<file path="src/rtl/mem_arb_pkg.sv">
// mem_arb_pkg: shared state, length and owner encodings for mem_arbiter.
// The arbitration policy (MEM_ARB_ROUND_ROBIN_EN) is resolved in mem_arb_pick.
package mem_arb_pkg;

    typedef enum logic [1:0] {
        IDLE,
        BUSY_IF,
        BUSY_LS,
        DRAIN
    } arb_state_t;

    localparam logic [2:0] LEN_B = 3'b000;
    localparam logic [2:0] LEN_H = 3'b001;
    localparam logic [2:0] LEN_W = 3'b010;
    localparam int LEN_SIGNED_BIT = 2;

    localparam int OWN_IF = 0;
    localparam int OWN_LS = 1;
    localparam int N_REQ = 2;

    typedef logic [N_REQ-1:0] req_vec_t;

endpackage

</file>
<file path="src/rtl/mem_arb_pick.sv">
// mem_arb_pick: winner selection between IF and LS requesters.
// MEM_ARB_ROUND_ROBIN_EN selects alternating priority; otherwise LS always wins.
module mem_arb_pick
    import mem_arb_pkg::*;
(
    input  logic     clk,
    input  logic     rst_n,
    input  logic     upd,
    input  req_vec_t elig,
    input  req_vec_t mask,
    output req_vec_t grant
);

    req_vec_t cand;

    assign cand = elig & ~mask;

`ifdef MEM_ARB_ROUND_ROBIN_EN
    // 1 = LS was granted last; reset leaves LS as the favoured requester
    logic last_ls;

    always_ff @(posedge clk or negedge rst_n) begin
        if (!rst_n) begin
            last_ls <= 1'b0;
        end else if (upd) begin
            last_ls <= grant[OWN_LS];
        end
    end

    always_comb begin
        grant = '0;
        if (&cand) begin
            if (last_ls) begin
                grant[OWN_IF] = 1'b1;
            end else begin
                grant[OWN_LS] = 1'b1;
            end
        end else begin
            grant = cand;
        end
    end
`else
    logic unused_ok;

    assign unused_ok = ^{clk, rst_n, upd};

    always_comb begin
        grant = '0;
        if (cand[OWN_LS]) begin
            grant[OWN_LS] = 1'b1;
        end else if (cand[OWN_IF]) begin
            grant[OWN_IF] = 1'b1;
        end
    end
`endif

endmodule

</file>
<file path="src/rtl/mem_arbiter.sv">
// mem_arbiter: shares one byte-serial memory controller between IF and LS.
// Grant policy comes from mem_arb_pick (MEM_ARB_ROUND_ROBIN_EN or fixed LS-first).
module mem_arbiter
    import mem_arb_pkg::*;
#(
    parameter int ADDR_W = 32,
    parameter int DATA_W = 32
) (
    input  logic              clk_in,
    input  logic              rst_n_in,
    input  logic              rdy_in,
    input  logic              flush_in,
    input  logic              if_valid,
    input  logic [ADDR_W-1:0] if_addr,
    output logic              if_ready,
    output logic [DATA_W-1:0] if_data,
    input  logic              ls_valid,
    input  logic              ls_wr,
    input  logic [ADDR_W-1:0] ls_addr,
    input  logic [2:0]        ls_len,
    input  logic [DATA_W-1:0] ls_data,
    output logic              ls_ready,
    output logic [DATA_W-1:0] ls_res,
    output logic              mem_valid,
    output logic              mem_wr,
    output logic [ADDR_W-1:0] mem_addr,
    output logic [2:0]        mem_len,
    output logic [DATA_W-1:0] mem_data,
    input  logic              mem_ready,
    input  logic [DATA_W-1:0] mem_res
);

    arb_state_t state;
    arb_state_t state_nx;
    req_vec_t   elig;
    req_vec_t   mask;
    req_vec_t   grant;
    logic       open;
    logic       done;
    logic       take;

    assign elig[OWN_IF] = if_valid && !flush_in;
    assign elig[OWN_LS] = ls_valid;

    mem_arb_pick u_pick (
        .clk   (clk_in),
        .rst_n (rst_n_in),
        .upd   (take),
        .elig  (elig),
        .mask  (mask),
        .grant (grant)
    );

    // A finishing owner still holds valid in its ready cycle, so mask it
    always_comb begin
        done = 1'b0;
        mask = '0;
        unique case (state)
            IDLE: begin
                done = 1'b0;
            end
            BUSY_IF: begin
                done         = mem_ready;
                mask[OWN_IF] = 1'b1;
            end
            BUSY_LS: begin
                done         = mem_ready;
                mask[OWN_LS] = 1'b1;
            end
            DRAIN: begin
                done         = mem_ready;
                mask[OWN_IF] = 1'b1;
            end
        endcase
        open = (state == IDLE) || done;
        take = open && rdy_in && (grant != '0);
    end

    always_comb begin
        state_nx = state;
        if (take) begin
            state_nx = grant[OWN_IF] ? BUSY_IF : BUSY_LS;
        end else if (done) begin
            state_nx = IDLE;
        end else if (state == BUSY_IF && flush_in) begin
            state_nx = DRAIN;
        end
    end

    always_ff @(posedge clk_in or negedge rst_n_in) begin
        if (!rst_n_in) begin
            state     <= IDLE;
            mem_valid <= 1'b0;
            mem_wr    <= 1'b0;
            mem_addr  <= '0;
            mem_len   <= '0;
            mem_data  <= '0;
        end else if (rdy_in) begin
            state <= state_nx;
            if (take) begin
                mem_valid <= 1'b1;
                if (grant[OWN_IF]) begin
                    mem_wr   <= 1'b0;
                    mem_addr <= if_addr;
                    mem_len  <= LEN_W;
                    mem_data <= '0;
                end else begin
                    mem_wr   <= ls_wr;
                    mem_addr <= ls_addr;
                    mem_len  <= ls_len;
                    mem_data <= ls_data;
                end
            end else if (done) begin
                mem_valid <= 1'b0;
            end
        end
    end

    // A flush in the completion cycle swallows the IF response
    assign if_ready = (state == BUSY_IF) && mem_ready && !flush_in;
    assign ls_ready = (state == BUSY_LS) && mem_ready;
    assign if_data  = if_ready ? mem_res : '0;
    assign ls_res   = ls_ready ? mem_res : '0;

endmodule

</file>
<file path="config.mk">
export PLATFORM = sky130hd
export DESIGN_NAME = mem_arbiter
export DESIGN_NICKNAME = d
export VERILOG_FILES = /design/src/rtl/mem_arb_pkg.sv /design/src/rtl/mem_arb_pick.sv /design/src/rtl/mem_arbiter.sv
export SDC_FILE = /design/constraint.sdc
export NUM_CORES = 1
export LEC_CHECK = 0
export BUFFER_PORTS_ARGS = -buffer_cell sky130_fd_sc_hd__clkbuf_2
export CAP_MARGIN = 5
export CORE_AREA = 2 2 106 108
export CTS_CLUSTER_SIZE = 10
export DETAILED_ROUTE_END_ITERATION = 7
export DIE_AREA = 0 0 108 110
export GPL_TIMING_DRIVEN = 1
export PLACE_DENSITY = 0.69
export SETUP_SLACK_MARGIN = 0.05
export SLEW_MARGIN = 20
export SYNTH_ARGS = -nofsm -noshare
export SYNTH_HDL_FRONTEND = slang
export SYNTH_SLANG_ARGS = --single-unit
</file>
<file path="constraint.sdc">
create_clock -name clk_in -period 3.9 [get_ports clk_in]
set_input_delay 0.195 -clock clk_in [delete_from_list [all_inputs] [get_ports clk_in]]
set_output_delay 0.195 -clock clk_in [all_outputs]
set_load 0.03 [all_outputs]
</file>
Word level (Yosys, flattened, before mapping)
Cells that the tools add are included.
{"block": "word_totals", "wordCells": 47, "out_inout_bits": 135, "input_bits": 139, "ff_bits": 71}
{"block": "classes", "reduce_logical": 18, "bitwise_logic": 2, "eq_ne": 3, "mux": 18}
{"operator": "32-bit 2-to-1 mux", "n": 4}
{"operator": "1-bit 2-to-1 mux", "n": 8}
{"operator": "2-bit 2-to-1 mux", "n": 4}
{"operator": "1-bit logical AND", "n": 7}
{"operator": "2-bit AND reduction", "n": 3}
{"operator": "2-bit equality test (second input constant)", "n": 2}
{"operator": "2-bit nonzero test", "n": 2}
{"operator": "3-bit 2-to-1 mux", "n": 1}
{"operator": "3-bit nonzero test", "n": 1}
{"operator": "3-bit OR reduction", "n": 1}
{"operator": "2-bit bitwise AND", "n": 1}
{"operator": "2-bit by 1-bit equality test with 1-bit output (second input constant)", "n": 1}
{"operator": "2-bit zero test", "n": 1}
{"operator": "2-bit NOT", "n": 1}
{"operator": "1-bit case mux with 2 select lines", "n": 1}
{"operator": "2-bit OR reduction", "n": 1}
{"operator": "1-bit zero test", "n": 1}
{"operator": "1-bit logical OR", "n": 1}

Longest topological paths before layout
Gate-level depths: netlist (run 1).
{"block": "logic_depth", "depth_word": 11, "ltp_mapped": 6, "depth_no_buf": 4}

Cells and area by module
From an unflattened synthesis (run 1), not the netlist that was laid out.
{"block": "unflattened", "cells_unflattened": 328, "area_unflattened_um2": 3679.8}
{"module": "mem_arbiter", "instances": 1, "seq_area_each_um2": 1776.7, "area_per_inst_um2": 3653.5, "cells_per_inst": 326}
{"module": "mem_arb_pick", "instances": 1, "seq_area_each_um2": 0.0, "area_per_inst_um2": 26.3, "cells_per_inst": 2}

Least setup slack after synthesis (run 1)
No wires, ideal clock.
{"block": "synth_path", "path_type": "register -> output", "start": "register state[0]", "end": "output port if_data[22]", "slack_ns": 2.097, "t_arrival_ns": 1.608, "required_time_ns": 3.705, "stages_incl_launch_ff": 5, "path_cell_list": "dfrtp_1 nand2_1 nor3_1 clkbuf_1 and2_1"}
{"block": "synth_between", "elab_chain_cells": 4}
{"element": "start, declared", "line": "mem_arbiter.sv:33", "rtl": "arb_state_t state;"}
{"element": "start signal, assigned", "line": "mem_arbiter.sv:99", "rtl": "state <= state_nx;"}
{"element": "2-bit by 1-bit equality test with 1-bit output", "line": "mem_arbiter.sv:120", "rtl": "assign if_ready = (state == BUSY_IF) && mem_ready && !flush_in;"}
{"element": "1-bit logical AND (2 in series)", "line": "mem_arbiter.sv:120"}
{"element": "via if_ready", "line": "mem_arbiter.sv:15", "rtl": "output logic if_ready,"}
{"element": "32-bit 2-to-1 mux", "line": "mem_arbiter.sv:122", "rtl": "assign if_data = if_ready ? mem_res : '0;"}
{"element": "end, declared", "line": "mem_arbiter.sv:16", "rtl": "output logic [DATA_W-1:0] if_data,"}
The timed path passes the listed nets, and every way through them passes these cells.

Worst setup path after layout (run 1)
{"block": "layout_path", "start": "register state[0]", "end": "register mem_data[31]"}
{"block": "layout_between", "elab_chain_cells": 10, "elab_cells_between_ends": 20}
{"element": "2-bit by 1-bit equality test with 1-bit output / 2-bit equality test (equally long branches)", "line": "mem_arbiter.sv:58", "rtl": "unique case (state)"}
{"element": "2-bit OR reduction (no source line)"}
{"element": "1-bit 2-to-1 mux", "line": "mem_arbiter.sv:58"}
{"element": "2-bit NOT", "line": "mem_arb_pick.sv:16", "rtl": "assign cand = elig & ~mask;"}
{"element": "2-bit bitwise AND", "line": "mem_arb_pick.sv:16"}
{"element": "1-bit 2-to-1 mux", "line": "mem_arb_pick.sv:51", "rtl": "end else if (cand[OWN_IF]) begin"}
{"element": "1-bit 2-to-1 mux", "line": "mem_arb_pick.sv:49", "rtl": "if (cand[OWN_LS]) begin"}
{"element": "2-bit nonzero test", "line": "mem_arbiter.sv:76", "rtl": "take = open && rdy_in && (grant != '0);"}
{"element": "1-bit logical AND", "line": "mem_arbiter.sv:76"}
{"element": "2-bit AND reduction (no source line)"}
{"element": "end signal, assigned", "line": "mem_arbiter.sv:111", "rtl": "mem_data <= ls_data;"}
{"element": "end, declared", "line": "mem_arbiter.sv:28", "rtl": "output logic [DATA_W-1:0] mem_data,"}
Parallel ways exist; a longest one is shown, timed or not.
A chain may end at the register's enable or synchronous reset.

==> results of run 1 <==
power by group:
group / total, W / internal (W) / switching, W
clock network: 0.000501 / 0.000231 / 0.000270
logic: 0.00186 / 0.000655 / 0.00120
registers: 0.00125 / 0.00105 / 0.000205
total: 0.00361 / 0.00193 / 0.00168
final cells by class:
type / count / area share, %
sequential: 71 / 34.2
multi-input combinational: 186 / 31.4
timing repair buffer: 278 / 27.5
tap: 140 / 3.38
clock buffer: 11 / 2.53
clock inverter: 5 / 0.675
inverter: 3 / 0.217
critical path, stage by stage (launching register included):
cell and delay, ns:
dfrtp_1 0.47, nand2b_4 0.20, nand2_2 0.34, buf_4 0.38
nor2_2 0.55, buf_4 0.36, a22o_1 0.18
timing repair:
item                                    in CTS  in global routing
setup buffers                                0                  0
hold endpoints to repair                     2                  0
endpoints found under the setup margin       0                  0
hold buffers                                 1                  0
per-stage QoR:
stage / hold WS, ns / cells / setup WS (ns) / util, % / power [W]
CTS: 0.0552 / 693 / 1.36 / 48.2 / 0.00364
detailed placement: 0.377 / 676 / 1.38 / 46.6 / 0.00313
finish: 0.0781 / 694 / 1.36 / 48.5 / 0.00361
floorplan: -0.101 / 286 / 2.10 / - / 0.00254
global route: 0.0559 / 694 / 1.15 / 48.5 / 0.00382
global placement: 0.355 / 676 / 1.53 / 46.5 / 0.00309
how the worst min path moves through the flow:
stage          depth (start not counted)  slack [ns]                        to   startpoint
5_1_grt                                2        0.06   mem_data[9]$_DFFE_PN0P_   ls_data[9]
3_3_place_gp                           1        0.36  mem_addr[16]$_DFFE_PN0P_     rst_n_in
3_5_place_dp                           1        0.38  mem_addr[16]$_DFFE_PN0P_     rst_n_in
4_1_cts                                2        0.06   mem_data[9]$_DFFE_PN0P_   ls_data[9]
6_report                               2        0.08  mem_data[20]$_DFFE_PN0P_  ls_data[20]
2_1_floorplan                          0       -0.10   mem_addr[0]$_DFFE_PN0P_     rst_n_in
Yosys cell counts (all sizes together):
master	number
a2111o	1
a21o	1
a21oi	1
a22o	37
a22oi	1
a2bb2oi	32
a31oi	1
and2	64
buf	18
clkbuf	8
dfrtp	71
inv	3
mux2	1
nand2	4
nand2b	1
nor2	3
nor3	1
o21a	1
o21ai	2
o22ai	33
o32a	1
or3	1
cell families (layout without fill, tap and decap cells):
logic type      after synthesis  in the layout  share of synthesized area [%]
compound gates              111            111                           32.0
simple gates                 74             74                           12.9
flops                        71             71                           49.7
buf+inv                      29            297                           5.11
mux                           1              1                          0.315
registers in the layout, indices dropped and copies added (netlist names):
name / count
mem_wr: 1
mem_len: 3
mem_addr: 32
state: 2
mem_data: 32
mem_valid: 1
per-layer routing:
metal	share of wire [%]	up-vias	GRT usage [%]
met5	0	-	0
met4	1.3	0	5.95
met3	6.1	14	3.41
met2	47	140	26.1
met1	46	1593	25.7
li1	-	1591	-
==> results.yml, run 1 <==
sta:
  finalWorstPathRequiredPeriod_ns: 2.54
  report.final.hold_viol_count: 0
  timing.clock.skew_ns: 0.00819
  max_slew_margin_pct: 36.0
  final_sum_of_negative_setup_slack_ns: 0
  grt_setup_unrepaired: "no"
  fin_crit_sh_pct: 65.2
  worstMarginPinSlew_ns: 0.959
  fmax_mhz: 393
  setup_viol: 0
  drv_slew: 0
clock_network:
  ctsLongestPathBuffers: 2
  clock_insertion_delay_worst_skew_ns: 0.33
  cts.sinks: 71
  clkTransAtPathRegs_ns: 0.08
  htree_num_levels: 3
  post_cts.resized_instances: 0
  cts_tree: "yes"
  tritoncts.num_buffers: 9
  root_buffer: "clkbuf_8"
place:
  placement.cell_area_um2: 4980
  io_buffer_count: 273
  gp_routability_congestion: 0.763
  hpwlAfterDp_mm: 8.51
synthesis:
  synth.net_count: 425
  seq_area_frac_synth_pct: 49.7
  ys_types: 29
  yosys-top-cells-area: "dfrtp_1 50%, and2_1 11%, o22ai_2 10%"
  synth_area_um2: 3570
  synth.ff_latch_count: 71
  yosysTopAreaCellShare_pct: 49.7
  avgSynthCellArea_um2: 12.5
  netlist.top_cell.by_area: "dfrtp_1"
  yosys_warnings: 0
  netlist_instances: 286
die:
  die_width_um: 108
  initial_utilization_pct: 33.4
  ios: 274
  die_y_um: 110
  floorplan.die_area_um2: 11900
  placement_rows: 38
  floorplan.core_area_um2: 10700
critical_path:
  worst-r2r-cell-count: 6
  path_max_fanout: 20
  cp_data_arrival_time_ns: 2.81
  endpoint_kind: "flop"
  reg2reg_from: "state[0]$_DFFE_PN0P_"
  source_of_the_critical_timing_path: "state[0]$_DFFE_PN0P_"
  worst-setup-path-type: "flop to flop"
  element_type_at_the_critical_path_start: "flop"
  worstReg2RegEnd: "mem_data[31]$_DFFE_PN0P_"
  required_ns: 4.17
  critPathCapture: "mem_data[31]$_DFFE_PN0P_"
  regToRegSetupSlack_ns: 1.36
routing:
  vias: 3338
  wirelength_mm: 11.2
  drt_pre_antenna_iters: 4
  detail_route.vias_per_cell: 4.81
  post_drt_wl_per_cell_um: 16.1
  post-route-drc-count: 0
  final_antenna_net_count: 0
  detail_route.iter0.violations: 173
power_and_ir_drop:
  pwr_density_cell_nw_per_um2: 696
  cellLeakagePower_nw: 2.74
  power.ir.vdd_worst_mv: 0.391
grt:
  first_pass_grt_wire_length_mm: 16.3
  groute.usage.overall_pct: 17.6
  grt_start_max_net_pins: 72
  initial_antenna_violation_count: 0
  first_global_vias: 3176
  global_route.overflow_total: 0
outcome:
  status: "finished, final reports clean"
final_layout:
  final_common_cell: "clkbuf_2"
  area.sequential_um2: 1780
  area_growth_pct: 45.2
  postLayoutCellArea_um2: 5190
  filler_cell_count: 1002
  multi_input_area_um2: 1630
  num-nets-final: 688
  post_route_cells_drive_above_1_share_pct: 61.6
  most_frequent_cells_in_the_layout: "272 x clkbuf_2, 71 x dfrtp_1, 64 x and2_1"
  antennaDiodeCount: 0
job:
  drv_cap: 0
hold_path:
  hold_class: "primary input to flop"
No activity file was read; power rests on OpenSTA's default activity.
==> inputs of run 2 (changes only) <==
--- a/config.mk
+++ b/config.mk
@@ -12,7 +12,7 @@
 export DETAILED_ROUTE_END_ITERATION = 7
 export DIE_AREA = 0 0 108 110
 export GPL_TIMING_DRIVEN = 1
-export PLACE_DENSITY = 0.69
+export PLACE_DENSITY = 0.72
 export SETUP_SLACK_MARGIN = 0.05
 export SLEW_MARGIN = 20
 export SYNTH_ARGS = -nofsm -noshare
==> constraint.sdc (replaced) <==
create_clock -name clk_in -period 2.3 [get_ports clk_in]
set_input_delay 0.115 -clock clk_in [delete_from_list [all_inputs] [get_ports clk_in]]
set_output_delay 0.115 -clock clk_in [all_outputs]
set_load 0.03 [all_outputs]
==> results.yml, run 2 (synthesis gave the netlist of run 1 again) <==
outcome:
  status: "finished, final reports clean"
clock_network:
  clkTransAtPathRegs_ns: 0.08
  post_cts.resized_instances: 0
  cts_tree: "yes"
  htree_num_levels: 3
  ctsLongestPathBuffers: 2
  tritoncts.num_buffers: 9
  cts.sinks: 71
  root_buffer: "clkbuf_8"
  clock_insertion_delay_worst_skew_ns: 0.35
routing:
  detail_route.vias_per_cell: 4.79
  drt_pre_antenna_iters: 4
  routed-wl-met3_um: 743
  wl_met1_mm: 5.08
  final_antenna_net_count: 0
  wirelength_mm: 12.1
  detail_route.iter0.violations: 140
  met2_length_mm: 5.98
  highest_metal_used: "met4"
  vias: 3516
  post_drt_wl_per_cell_um: 16.5
  post-route-drc-count: 0
final_layout:
  multi_input_area_um2: 1620
  area_growth_pct: 57.7
  final_common_cell: "clkbuf_2"
  num-nets-final: 728
  area.sequential_um2: 1780
  antennaDiodeCount: 0
  filler_cell_count: 958
  post_route_cells_drive_above_1_share_pct: 58.6
  most_frequent_cells_in_the_layout: "272 x clkbuf_2, 71 x dfrtp_1, 64 x and2_1"
  biggestRegsByFlops: "mem_addr (32), mem_data (32), mem_len (3)"
sta:
  fmax_mhz: 500
  finalWorstPathRequiredPeriod_ns: 2.00
  fin_crit_sh_pct: 87.0
  timing.clock.skew_ns: 0.00686
  worstMarginPinSlew_ns: 0.885
  max_slew_margin_pct: 41.0
  holdWs_ns: 0.0131
  grt_setup_unrepaired: "no"
  final_sum_of_negative_setup_slack_ns: 0
  setup_viol: 0
  report.final.hold_viol_count: 0
  drv_slew: 0
die:
  floorplan.die_area_um2: 11900
  die_y_um: 110
  die_width_um: 108
  ios: 274
  initial_utilization_pct: 33.4
  placement_rows: 38
  floorplan.core_area_um2: 10700
critical_path:
  worst_path_max_delay_cell: "a2111o_2"
  element_type_at_the_critical_path_start: "flop"
  critical-path-max-stage-delay_ns: 0.70
  reg2reg_from: "state[0]$_DFFE_PN0P_"
  regToRegSetupSlack_ns: 0.30
  worstReg2RegEnd: "mem_addr[27]$_DFFE_PN0P_"
  worst-setup-path-type: "flop to flop"
  required_ns: 2.54
  worst-r2r-cell-count: 5
  critical_path.cell_chain: "nand2b_4 -> a2111o_2 -> buf_4 -> o22ai_2 -> a2bb2oi_1"
  path_max_fanout: 18
  cp_data_arrival_time_ns: 2.24
  endpoint_kind: "flop"
place:
  gp_routability_congestion: 0.801
  hpwlAfterDp_mm: 8.74
  io_buffer_count: 273
power_and_ir_drop:
  pwr_density_cell_nw_per_um2: 1160
  power.ir.vdd_worst_mv: 0.685
  cellLeakagePower_nw: 2.95
grt:
  first_pass_grt_wire_length_mm: 17.6
  global_route.overflow_total: 0
  first_global_vias: 3446
  initial_antenna_violation_count: 0
  groute.usage.overall_pct: 19.4
  grt_start_max_net_pins: 72
hold_path:
  holdPathStages: 2
  hold_path.startpoint: "ls_data[2]"
  hold_class: "primary input to flop"
  holdPathEnd: "mem_data[2]$_DFFE_PN0P_"
job:
  drv_cap: 0
==> run 2: metal layers <==
metal	vias to the layer above	global-route usage, %
li1	1663	-
met1	1681	24.6
met2	148	31.9
met3	24	5.11
met4	0	7.60
met5	-	0
==> run 2: area by class of cell <==
cell class / instances / area share [%]
Timing Repair Buffer: 318 / 32.1
Sequential cell: 71 / 31.5
Multi-Input combinational cell: 186 / 28.8
Tap cell: 140 / 3.11
Clock buffer: 9 / 2.20
Clock inverter: 7 / 2.13
Inverter: 3 / 0.200
==> run 2: through the flow <==
stage / instance area (um^2) / power [W] / utilization [%] / instances / setup slack (ns)
5_1_grt: 5640 / 0.00691 / 52.7 / 734 / 0.220
2_1_floorplan: 3570 / 0.00431 / - / 286 / 0.577
3_5_place_dp: 5040 / 0.00532 / 47.1 / 683 / 0.146
4_1_cts: 5640 / 0.00662 / 52.7 / 734 / 0.139
3_3_place_gp: 5040 / 0.00526 / 47.1 / 683 / 0.288
6_report: 5640 / 0.00657 / 52.7 / 734 / 0.299
==> run 2: worst max-delay path by stage <==
stage	end	slack, ns	from	cells after the start
after detailed placement	mem_data[25]$_DFFE_PN0P_	0.15	state[0]$_DFFE_PN0P_	4
final	mem_addr[27]$_DFFE_PN0P_	0.30	state[0]$_DFFE_PN0P_	5
after CTS	mem_data[25]$_DFFE_PN0P_	0.14	state[0]$_DFFE_PN0P_	4
after global routing	mem_addr[31]$_DFFE_PN0P_	0.22	state[0]$_DFFE_PN0P_	5
after global placement	mem_data[31]$_DFFE_PN0P_	0.29	state[0]$_DFFE_PN0P_	4
after floorplan	if_data[22]	0.58	state[0]$_DFFE_PN0P_	4
==> run 2: power breakdown <==
group	internal, W	leakage (nW)	switching (W)
clock	0.000724	0.120	0.000498
combinational	0.00116	1.98	0.00205
sequential	0.00178	0.842	0.000358
total	0.00366	2.95	0.00291
==> run 2: timing repair <==
action                                 4_1_cts  5_1_grt
hold buffers                                35        0
setup buffers                                0        0
endpoints found under the hold margin      105        0
==> run 2: critical path: cells and delay by family, from the launching register on <==
family                 cells  cell delay (ns)
AO/OA/AOI/OAI              3             0.91
buffers and inverters      1             0.30
flip-flops                 1             0.47
AND/OR/NAND/NOR            1             0.20
==> inputs of run 3 (changes only) <==
--- a/config.mk
+++ b/config.mk
@@ -12,9 +12,10 @@
 export DETAILED_ROUTE_END_ITERATION = 7
 export DIE_AREA = 0 0 108 110
 export GPL_TIMING_DRIVEN = 1
-export PLACE_DENSITY = 0.72
+export PLACE_DENSITY = 0.73
 export SETUP_SLACK_MARGIN = 0.05
 export SLEW_MARGIN = 20
 export SYNTH_ARGS = -nofsm -noshare
 export SYNTH_HDL_FRONTEND = slang
+export SYNTH_HIERARCHICAL = 1
 export SYNTH_SLANG_ARGS = --single-unit
==> results.yml, run 3 <==
clock_network:
  cts_tree: "yes"
  clock_insertion_delay_worst_skew_ns: 0.34
  ctsLongestPathBuffers: 2
  tritoncts.num_buffers: 9
  htree_num_levels: 3
  clkTransAtPathRegs_ns: 0.08
  cts.sinks: 71
  root_buffer: "clkbuf_8"
  post_cts.resized_instances: 0
sta:
  report.final.hold_viol_count: 0
  final_sum_of_negative_setup_slack_ns: 0
  setup_viol: 0
  fin_crit_sh_pct: 90.9
  grt_setup_unrepaired: "no"
  max_slew_margin_pct: 38.6
  worstMarginPinSlew_ns: 0.920
  finalWorstPathRequiredPeriod_ns: 2.09
  fmax_mhz: 478
  timing.clock.skew_ns: 0.0128
  drv_slew: 0
routing:
  final_antenna_net_count: 0
  vias: 3719
  detail_route.iter0.violations: 232
  post-route-drc-count: 0
  post_drt_wl_per_cell_um: 17.0
  drt_pre_antenna_iters: 6
  detail_route.vias_per_cell: 4.93
  wirelength_mm: 12.8
critical_path:
  path_max_fanout: 29
  required_ns: 2.52
  element_type_at_the_critical_path_start: "flop"
  endpoint_kind: "flop"
  regToRegSetupSlack_ns: 0.21
  worst-setup-path-type: "flop to flop"
  worstReg2RegEnd: "mem_addr[1]$_DFFE_PN0P_"
  worst-r2r-cell-count: 7
  cp_data_arrival_time_ns: 2.31
  reg2reg_from: "state[0]$_DFFE_PN0P_"
hold_path:
  holdPathStages: 2
  hold_class: "primary input to flop"
  holdPathEnd: "mem_addr[4]$_DFFE_PN0P_"
  hold_path.startpoint: "ls_addr[4]"
die:
  placement_rows: 38
  floorplan.core_area_um2: 10700
  floorplan.die_area_um2: 11900
  ios: 274
  die_width_um: 108
  initial_utilization_pct: 34.4
  die_y_um: 110
place:
  io_buffer_count: 273
  gp_routability_congestion: 0.929
  hpwlAfterDp_mm: 9.28
final_layout:
  post_route_cells_drive_above_1_share_pct: 54.9
  num-nets-final: 748
  biggestRegsByFlops: "mem_addr (32), mem_data (32), mem_len (3)"
  final_common_cell: "clkbuf_2"
  antennaDiodeCount: 0
  most_frequent_cells_in_the_layout: "272 x clkbuf_2, 71 x dfrtp_1, 64 x and3_1"
  area_growth_pct: 51.1
power_and_ir_drop:
  p_total_w: 0.00694
  pwr_density_cell_nw_per_um2: 1250
  cellLeakagePower_nw: 3.20
  power.ir.vdd_worst_mv: 0.620
grt:
  first_global_vias: 3774
  first_pass_grt_wire_length_mm: 18.9
  initial_antenna_violation_count: 0
  groute.usage.overall_pct: 20.8
  global_route.overflow_total: 0
  grt_start_max_net_pins: 72
outcome:
  status: "finished, final reports clean"
synthesis:
  synth_area_um2: 3680
  yosys_warnings: 6
  avgSynthCellArea_um2: 11.2
  synth.net_count: 466
  netlist_instances: 327
job:
  drv_cap: 0
-- run 3: changes by cell type in the layout (fill, tap and decap cells not counted), moves of 3 or more --
| cell | change |
|---|---|
| o22ai_2 | -29 |
| and3_1 | +64 |
| dlygate4sd3_1 | -15 |
| a21oi_1 | +4 |
| clkbuf_1 | +3 |
| a2bb2oi_1 | -22 |
| nor2b_1 | +37 |
| a2bb2oi_2 | -10 |
| mux2_2 | +34 |
| and2_1 | -30 |
| a22o_1 | -36 |
| a221o_1 | +32 |
| o22ai_1 | -4 |
-- run 3: through the flow --
stage	hold WS [ns]	instance area (um^2)	utilization (%)	std cells	setup WS [ns]
floorplan	-0.181	3680	-	327	0.0663
global placement	0.289	5160	48.3	718	0.283
detailed placement	0.315	5160	48.3	718	0.209
CTS	0.000168	5540	51.8	753	0.193
global route	0.000503	5550	51.9	754	0.0729
finish	0.0126	5550	51.9	754	0.209
-- run 3: worst max path at each step --
stage	endpoint	cells after the start	start	slack (ns)
after CTS	mem_addr[7]$_DFFE_PN0P_	7	state[0]$_DFFE_PN0P_	0.19
after global routing	mem_addr[17]$_DFFE_PN0P_	7	state[0]$_DFFE_PN0P_	0.07
final	mem_addr[1]$_DFFE_PN0P_	7	state[0]$_DFFE_PN0P_	0.21
after global placement	mem_addr[3]$_DFFE_PN0P_	7	state[0]$_DFFE_PN0P_	0.28
after detailed placement	mem_addr[25]$_DFFE_PN0P_	7	state[0]$_DFFE_PN0P_	0.21
after floorplan	mem_data[10]$_DFFE_PN0P_	8	state[1]$_DFFE_PN0P_	0.07
-- run 3: worst max-delay path, stage by stage (launching register included) --
cell and delay (ns):
dfrtp_1 0.38, nor2b_1 0.24, nor2b_4 0.09, nor3b_4 0.23, nor2_1 0.08, nand3b_4 0.32, buf_12 0.26, a221o_1 0.37
-- run 3: cell type report --
cell class / count / area (um^2)
Multi-Input combinational cell: 223 / 1740
Clock buffer: 13 / 149
Tap cell: 140 / 175
Clock inverter: 3 / 42.5
Inverter: 1 / 3.75
Fill cell: 1000 / 5140
Sequential cell: 71 / 1780
Timing Repair Buffer: 303 / 1670
-- run 3: report_power, final --
group | switching [W] | internal [W]
clock | 0.000456 | 0.000531
sequential | 0.000356 | 0.00187
combinational | 0.00242 | 0.00130
-- run 3: timing repair --
item	CTS	global route
endpoints found under the hold margin	89	1
hold buffers	19	1
setup buffers	0	0
-- run 3: routing by layer --
layer | track usage, % | up-vias | wire length, um
met5 | 0 | - | 0
li1 | - | 1737 | -
met1 | 21.6 | 1788 | 4690
met4 | 8.24 | 0 | 280
met2 | 39.7 | 174 | 6840
met3 | 5.41 | 20 | 1020
